File: src/rtl/mem_wb_pipe.sv
// Memory/writeback pipeline: a STAGES-deep shift of decoded entries that feeds the
// register-file write port and latches the first illegal instruction as a precise exception.
module mem_wb_pipe #(
    parameter int DATA_W = 32,
    parameter int STAGES = 1,
    parameter int RD_W   = 5
) (
    input  logic              clk,
    input  logic              rst_n,
    input  logic              stall,
    input  logic              flush,
    input  logic              in_valid,
    input  logic              in_regwrite,
    input  logic              in_invalid,
    input  logic [1:0]        in_sel,
    input  logic [RD_W-1:0]   in_rd,
    input  logic [DATA_W-1:0] in_alu,
    input  logic [DATA_W-1:0] in_mem,
    input  logic [DATA_W-1:0] in_imm,
    input  logic [DATA_W-1:0] in_pc4,
    input  logic [DATA_W-1:0] in_idata,
    input  logic [DATA_W-1:0] in_daddr,
    input  logic              exc_ack,
    output logic              out_valid,
    output logic              wb_en,
    output logic [RD_W-1:0]   wb_rd,
    output logic [DATA_W-1:0] wb_data,
    output logic              exc_pending,
    output logic [DATA_W-1:0] exc_pc,
    output logic [DATA_W-1:0] exc_idata,
    output logic [DATA_W-1:0] exc_daddr
);

    typedef struct packed {
        logic              valid;
        logic              regwrite;
        logic              invalid;
        logic [1:0]        sel;
        logic [RD_W-1:0]   rd;
        logic [DATA_W-1:0] alu;
        logic [DATA_W-1:0] mem;
        logic [DATA_W-1:0] imm;
        logic [DATA_W-1:0] pc4;
        logic [DATA_W-1:0] idata;
        logic [DATA_W-1:0] daddr;
    } entry_t;

    entry_t pipe_q [STAGES];
    entry_t in_entry;
    entry_t last;
    logic   exc_detect;

    // There is no backpressure: an entry is taken whenever in_valid is high, the pipe is not
    // stalled and no exception is pending; a pending exception drops input without notice.
    always_comb begin
        in_entry          = '0;
        in_entry.valid    = in_valid & ~exc_pending;
        in_entry.regwrite = in_regwrite;
        in_entry.invalid  = in_invalid;
        in_entry.sel      = in_sel;
        in_entry.rd       = in_rd;
        in_entry.alu      = in_alu;
        in_entry.mem      = in_mem;
        in_entry.imm      = in_imm;
        in_entry.pc4      = in_pc4;
        in_entry.idata    = in_idata;
        in_entry.daddr    = in_daddr;
    end

    assign last       = pipe_q[STAGES-1];
    assign exc_detect = last.valid & last.invalid & ~exc_pending;

    always_ff @(posedge clk or negedge rst_n) begin
        if (!rst_n) begin
            for (int i = 0; i < STAGES; i++) pipe_q[i] <= '0;
            exc_pending <= 1'b0;
            exc_pc      <= '0;
            exc_idata   <= '0;
            exc_daddr   <= '0;
        end else begin
            if (flush) begin
                for (int i = 0; i < STAGES; i++) pipe_q[i].valid <= 1'b0;
            end else if (exc_detect) begin
                // Exceptions ignore stall; everything younger than the faulting entry is squashed.
                for (int i = 0; i < STAGES; i++) pipe_q[i].valid <= 1'b0;
                exc_pending <= 1'b1;
                exc_pc      <= last.pc4 - DATA_W'(4);
                exc_idata   <= last.idata;
                exc_daddr   <= last.daddr;
            end else if (!stall) begin
                pipe_q[0] <= in_entry;
                for (int i = 1; i < STAGES; i++) pipe_q[i] <= pipe_q[i-1];
            end
            if (exc_pending && exc_ack) exc_pending <= 1'b0;
        end
    end

    always_comb begin
        wb_data = last.alu;
        case (last.sel)
            2'd0:    wb_data = last.alu;
            2'd1:    wb_data = last.mem;
            2'd2:    wb_data = last.imm;
            default: wb_data = last.pc4;
        endcase
    end

    assign out_valid = last.valid;
    assign wb_rd     = last.rd;
    assign wb_en     = last.valid & last.regwrite & ~last.invalid & ~exc_pending & (last.rd != '0);

endmodule

File: config.mk
export PLATFORM = sky130hd
export DESIGN_NAME = mem_wb_pipe
export DESIGN_NICKNAME = d
export VERILOG_FILES = /design/src/rtl/mem_wb_pipe.sv
export SDC_FILE = /design/constraint.sdc
export NUM_CORES = 1
export LEC_CHECK = 0
export ABC_AREA = 1
export BUFFER_PORTS_ARGS = -buffer_cell sky130_fd_sc_hd__buf_2
export CAP_MARGIN = 10
export CORE_UTILIZATION = 35
export CTS_CLUSTER_SIZE = 20
export DETAILED_ROUTE_END_ITERATION = 8
export PLACE_DENSITY = 0.65
export SLEW_MARGIN = 20
export SYNTH_ARGS = -nofsm -noshare
export SYNTH_HDL_FRONTEND = slang
export SYNTH_SLANG_ARGS = --single-unit
File: constraint.sdc
create_clock -name clk -period 1.3 [get_ports clk]
set_input_delay 0.26 -clock clk [delete_from_list [all_inputs] [get_ports clk]]
set_output_delay 0.26 -clock clk [all_outputs]
set_load 0.005 [all_outputs]
## Word-level counts from Yosys, hierarchy flattened

Cells that the tools add are included.

- Bits in registers: 299
- Logic and storage cells: 46

- Add/sub/neg operators: 1
- Eq/ne operators: 4
- Muxes and demuxes: 7
- Bitwise gates (word level): 12
- Reduce and logical (&&, ||, !) cells: 7

Operators with widths:

| operator | number |
|---|---|
| two-way mux 202 bit | 1 |
| one-hot mux 32 bit (3 select lines) | 1 |
| subtractor 32 x 3 -> 32 bit (second input constant) | 1 |
| bitwise AND 1 bit | 7 |
| two-way mux 1 bit | 5 |
| inverter 1 bit | 5 |
| nonzero test 5 bit | 1 |
| AND reduction 2 bit | 2 |
| inequality test 3 x 1 -> 1 bit (second input constant) | 1 |
| AND reduction 3 bit | 1 |
| == test 2 x 1 -> 1 bit (second input constant) | 1 |
| == test 2 bit (second input constant) | 1 |
| zero test 2 bit | 1 |
| inequality test 2 x 1 -> 1 bit (second input constant) | 1 |
| nonzero test 2 bit | 1 |
| logical AND 1 bit | 1 |

## Longest topological paths before layout

- Word-level depth: 5
- Gate-level depth with buffers: 10
- Mapped depth without buffers: 10

## Worst setup path after synthesis

No wires, ideal clock.

- Path type: register to register
- From: register exc_pending
- To: register pipe_q (netlist bit last[100])
- Library setup time: 0.125 ns
- Arrival time: 1.367 ns
- Data required time: 1.175 ns
- Path slack: -0.192 ns
- Stages on the path, launching flop included: 8
- Path buffers: 3
- Period minus slack after synthesis: 1.492 ns
- Cell sequence: dfrtp_1 inv_2 nand3_2 nand3b_1 buf_4 buf_8 buf_6 mux2_4

- Longest elaborated chain between the ends: 4

Ends and longest elaborated chain:

| item | line | text |
|---|---|---|
| start, declared | 28 | `output logic exc_pending,` |
| start signal, assigned | 76 | `exc_pending <= 1'b0;` |
| start signal, assigned | 86 | `exc_pending <= 1'b1;` |
| start signal, assigned | 94 | `if (exc_pending && exc_ack) exc_pending <= 1'b0;` |
| inverter 1 bit | 71 | `assign exc_detect = last.valid & last.invalid & ~exc_pending;` |
| bitwise AND 1 bit | 71 |  |
| inverter 1 bit (no line) | - |  |
| AND reduction 3 bit (no line) | - |  |
| end, declared | 48 | `entry_t pipe_q [STAGES];` |

No other way between the ends.
A chain may end at the register's enable or synchronous reset.

## Worst setup path after layout

- From: register pipe_q (netlist bit last[198])
- To: output port wb_data[10]

- Longest elaborated chain between the ends: 2
- Elaborated cells on any way between the ends: 4
- Those cells by class: eq/ne: 2; mux: 1; reduce/logical: 1

Ends and longest elaborated chain:

| item | line | text |
|---|---|---|
| == test 2 bit (tied with other cells) | 100 | `case (last.sel)` |
| one-hot mux 32 bit (3 select lines) * | 100 |  |
| end, declared | 27 | `output logic [DATA_W-1:0] wb_data,` |

Every way passes the cells marked *; elsewhere a longest branch is shown, timed or not.

==> flow_summary.ini <==
[yosys]
synth_area_sq_mm = 0.01308
muxShareOfSynthArea = 0.1762
syn-instance-count = 1187
yosysMostFrequentCell = nand2_1
synth_nets = 1395
synth-seq-cells = 299
synth-xor-area-share = 0.007364
synth_edf_count = 0
synthAdderAreaFrac = 0.0009564
synth_flop_cell = dfrtp_1
synth_commonest_cells = 349 x nand2_1, 299 x dfrtp_1, 104 x mux2_4, 94 x nor2_1, 66 x mux2_2
yosysUniqueCellTypes = 29
synthTopCellsByArea = dfrtp_1 57%, mux2_4 12%, nand2_1 10%, mux2_2 5.7%, nor2_1 2.7%
yosysSeqAreaShare = 0.5719
synth_top_cell_area_share = 0.5719
async_reset_ff_frac = 1.000
yosys_warnings = 0
syn_avg_cell_area_sq_um = 11.02
synth_top_cell_by_area = dfrtp_1
synth-compound-area-share = 0.05968
synth_top_family_by_area = multiplexers
yosys.area_share.simple = 0.1403

[timing]
setup_violations = 434
worst_pin_slew_ps = 401.9
hold_violations = 0
fin_skew_ps = 21.35
final.min_clock_period_ps = 2271
rsz0062_at_grt = yes
fmax_ghz = 0.4403
setup_tns_ps = -144690
hold_slack_ps = 46.40
fin_ws_ps = -971.2
drv_slew = 0
period_share = 1.747
max_slew_margin = 0.7321

[clock_network]
cts.sinks = 299
cts_tree = built
cts_buffers = 36
insertion_delay_ps = 560
clk_pin_slew_ps = 60
clockRootBuffer = clkbuf_16
cts_max_level = 2
clockBufferDepth = 3

[drt]
wl_um = 57780
drt-vias-per-instance = 5.145
drt_iter0_drc = 806
antenna_left = 0
wl_per_cell_um = 22.86
drc = 0
first_pass_iters = 5
vias = 13006

[floorplan]
start_util = 0.3565
dieArea_sq_mm = 0.03816
pin_count = 343
die_w_um = 195.3
die_height_um = 195.3
core-area_sq_mm = 0.03670
row_count = 70

[worst_setup_path]
crit_required_ps = 1040
startpoint_type = flip-flop
r2r-start = exc_pending
worstReg2RegEnd = last[165]
cpPeakStageDelay_ps = 420
rr_worst_depth = 8
crit_arrival_ps = 2010
endpoint_kind = output pin
crit_chain = inv_2 > nor2_4 > buf_12 > a22o_1 > a21oi_1 > o21ai_1 > buf_2
r2r_setup_slack_ps = -470
cpMaxStageDelayCell = dfrtp_1
crit_fanout = 17
critical_path_class = reg -> out

[global_routing]
use_met3 = 0.05579
antenna_found_initial = 13
grt_pass1_vias = 14090
grt_overflow = 0
top_usage_layer = met2
grt_pass1_wl_um = 82660
grtUsageTotal = 0.2855
grt_max_degree = 57
met1_usage = 0.3417
met2_usage = 0.4700

[layout]
fin_cells = 2528
area_growth_syn_to_layout_pct = 84.07
final_util = 0.6562
num-nets-final = 2234
drive_gt1_frac = 0.5806
design_area_sq_mm = 0.02408

[placement]
placed_area_sq_mm = 0.01616
place_ws_ps = -313.2
portBuffers = 342
dpl.hpwl_um = 27830
dp.cells = 2043
gp_congestion = 0.9322

[status]
violations = setup timing
status = finished with violations

[pwr]
total_power_mw = 37.13
power.leakage_nw = 11.91
ir_drop_v = 0.001028
power.density_mw_per_mm2 = 1542

[hold_path]
hold_end = out_valid
min_path_type = in -> reg
hold_start = flush
whs_path_depth = 4

[run]
cap_viol_max_count = 0
==> state kept, by name, indices dropped and copies added, names as in the netlist <==
name	count
exc_daddr	32
exc_pc	32
exc_idata	32
exc_pending	1
wb_rd	5
last	196
out_valid	1
==> worst max-delay path, delay by kind of cell (launching register included) <==
family | cells | cell delay (ps)
AOI/OAI and AO/OA | 3 | 510
buffers and inverters | 3 | 460
DFF | 1 | 420
and+or+nand+nor | 1 | 70
==> kinds of logic after synthesis <==
logic type / Yosys count
flip-flops: 299
AO/OA/AOI/OAI: 127
AND/OR/NAND/NOR: 473
multiplexers: 170
XOR/XNOR: 11
buffers and inverters: 106
adder cells (fa/ha/maj): 1
==> area by class of cell <==
cell class / count / area [sq um]
timing repair inverter: 1 / 30.03
fill: 2476 / 12620
clock buffer: 49 / 1021
antenna: 12 / 30.03
tap: 468 / 585.6
multi-input combinational: 782 / 6779
sequential: 299 / 7486
clock inverter: 11 / 92.59
timing repair buffer: 863 / 7861
inverter: 43 / 195.2
==> worst max path at each step <==
| stage | start | to | slack, ps |
|---|---|---|---|
| floorplan | exc_pending | last[100] | -190 |
| global placement | last[198] | wb_data[19] | -310 |
| detailed placement | last[197] | wb_data[29] | -310 |
| CTS | last[198] | wb_data[30] | -820 |
| global route | last[197] | wb_data[26] | -990 |
| finish | last[198] | wb_data[10] | -970 |
==> report_power, final <==
group | total (mW) | internal (mW) | switching (mW)
clock | 9.93 | 5.69 | 4.23
sequential | 13.5 | 11.7 | 1.81
combinational | 13.7 | 7.77 | 5.96
==> placed cells by master (no fill, tap or decap), types with 3 or more instances in the layout <==
cell,Yosys,final
buf_6,15,47
a21oi_4,0,3
buf_16,0,36
nand3_1,15,7
a21oi_2,9,46
o2111ai_2,0,6
clkinv_2,0,6
nand3_4,0,4
xor2_1,11,11
nand2_1,349,182
nand3_2,1,5
o21ai_1,4,21
buf_4,6,178
clkbuf_8,0,5
nor2_2,3,8
buf_12,0,47
o21ai_2,0,15
a22o_1,18,18
inv_2,2,4
buf_8,1,20
dlygate4sd3_1,0,205
clkbuf_1,19,7
nand2_2,0,90
inv_1,41,37
buf_2,21,327
nand4_1,8,8
nor2_1,94,50
o21ai_0,39,7
nand2_4,0,76
diode_2,0,12
o2111ai_1,11,5
clkbuf_16,0,40
dfrtp_1,299,296
dfrtp_2,0,3
mux2_4,104,170
nor2_4,0,39
a21oi_1,44,4
==> per-layer routing <==
layer  wire length (um)  up-vias
met5                 23        -
met4               4207        4
met3               3226      293
met2              27990      649
met1              22340     6433
li1                   -     5627
==> what timing repair did <==
item / CTS / global route
endpoints found under the setup margin: 430 / 435
hold buffers: 205 / 0
resized for setup: 400 / 288
gates cloned: 48 / 3
endpoints found under the hold margin: 502 / 0
setup buffers: 130 / 72
pin swaps: 33 / 42
(Power assumes the default switching activity.)
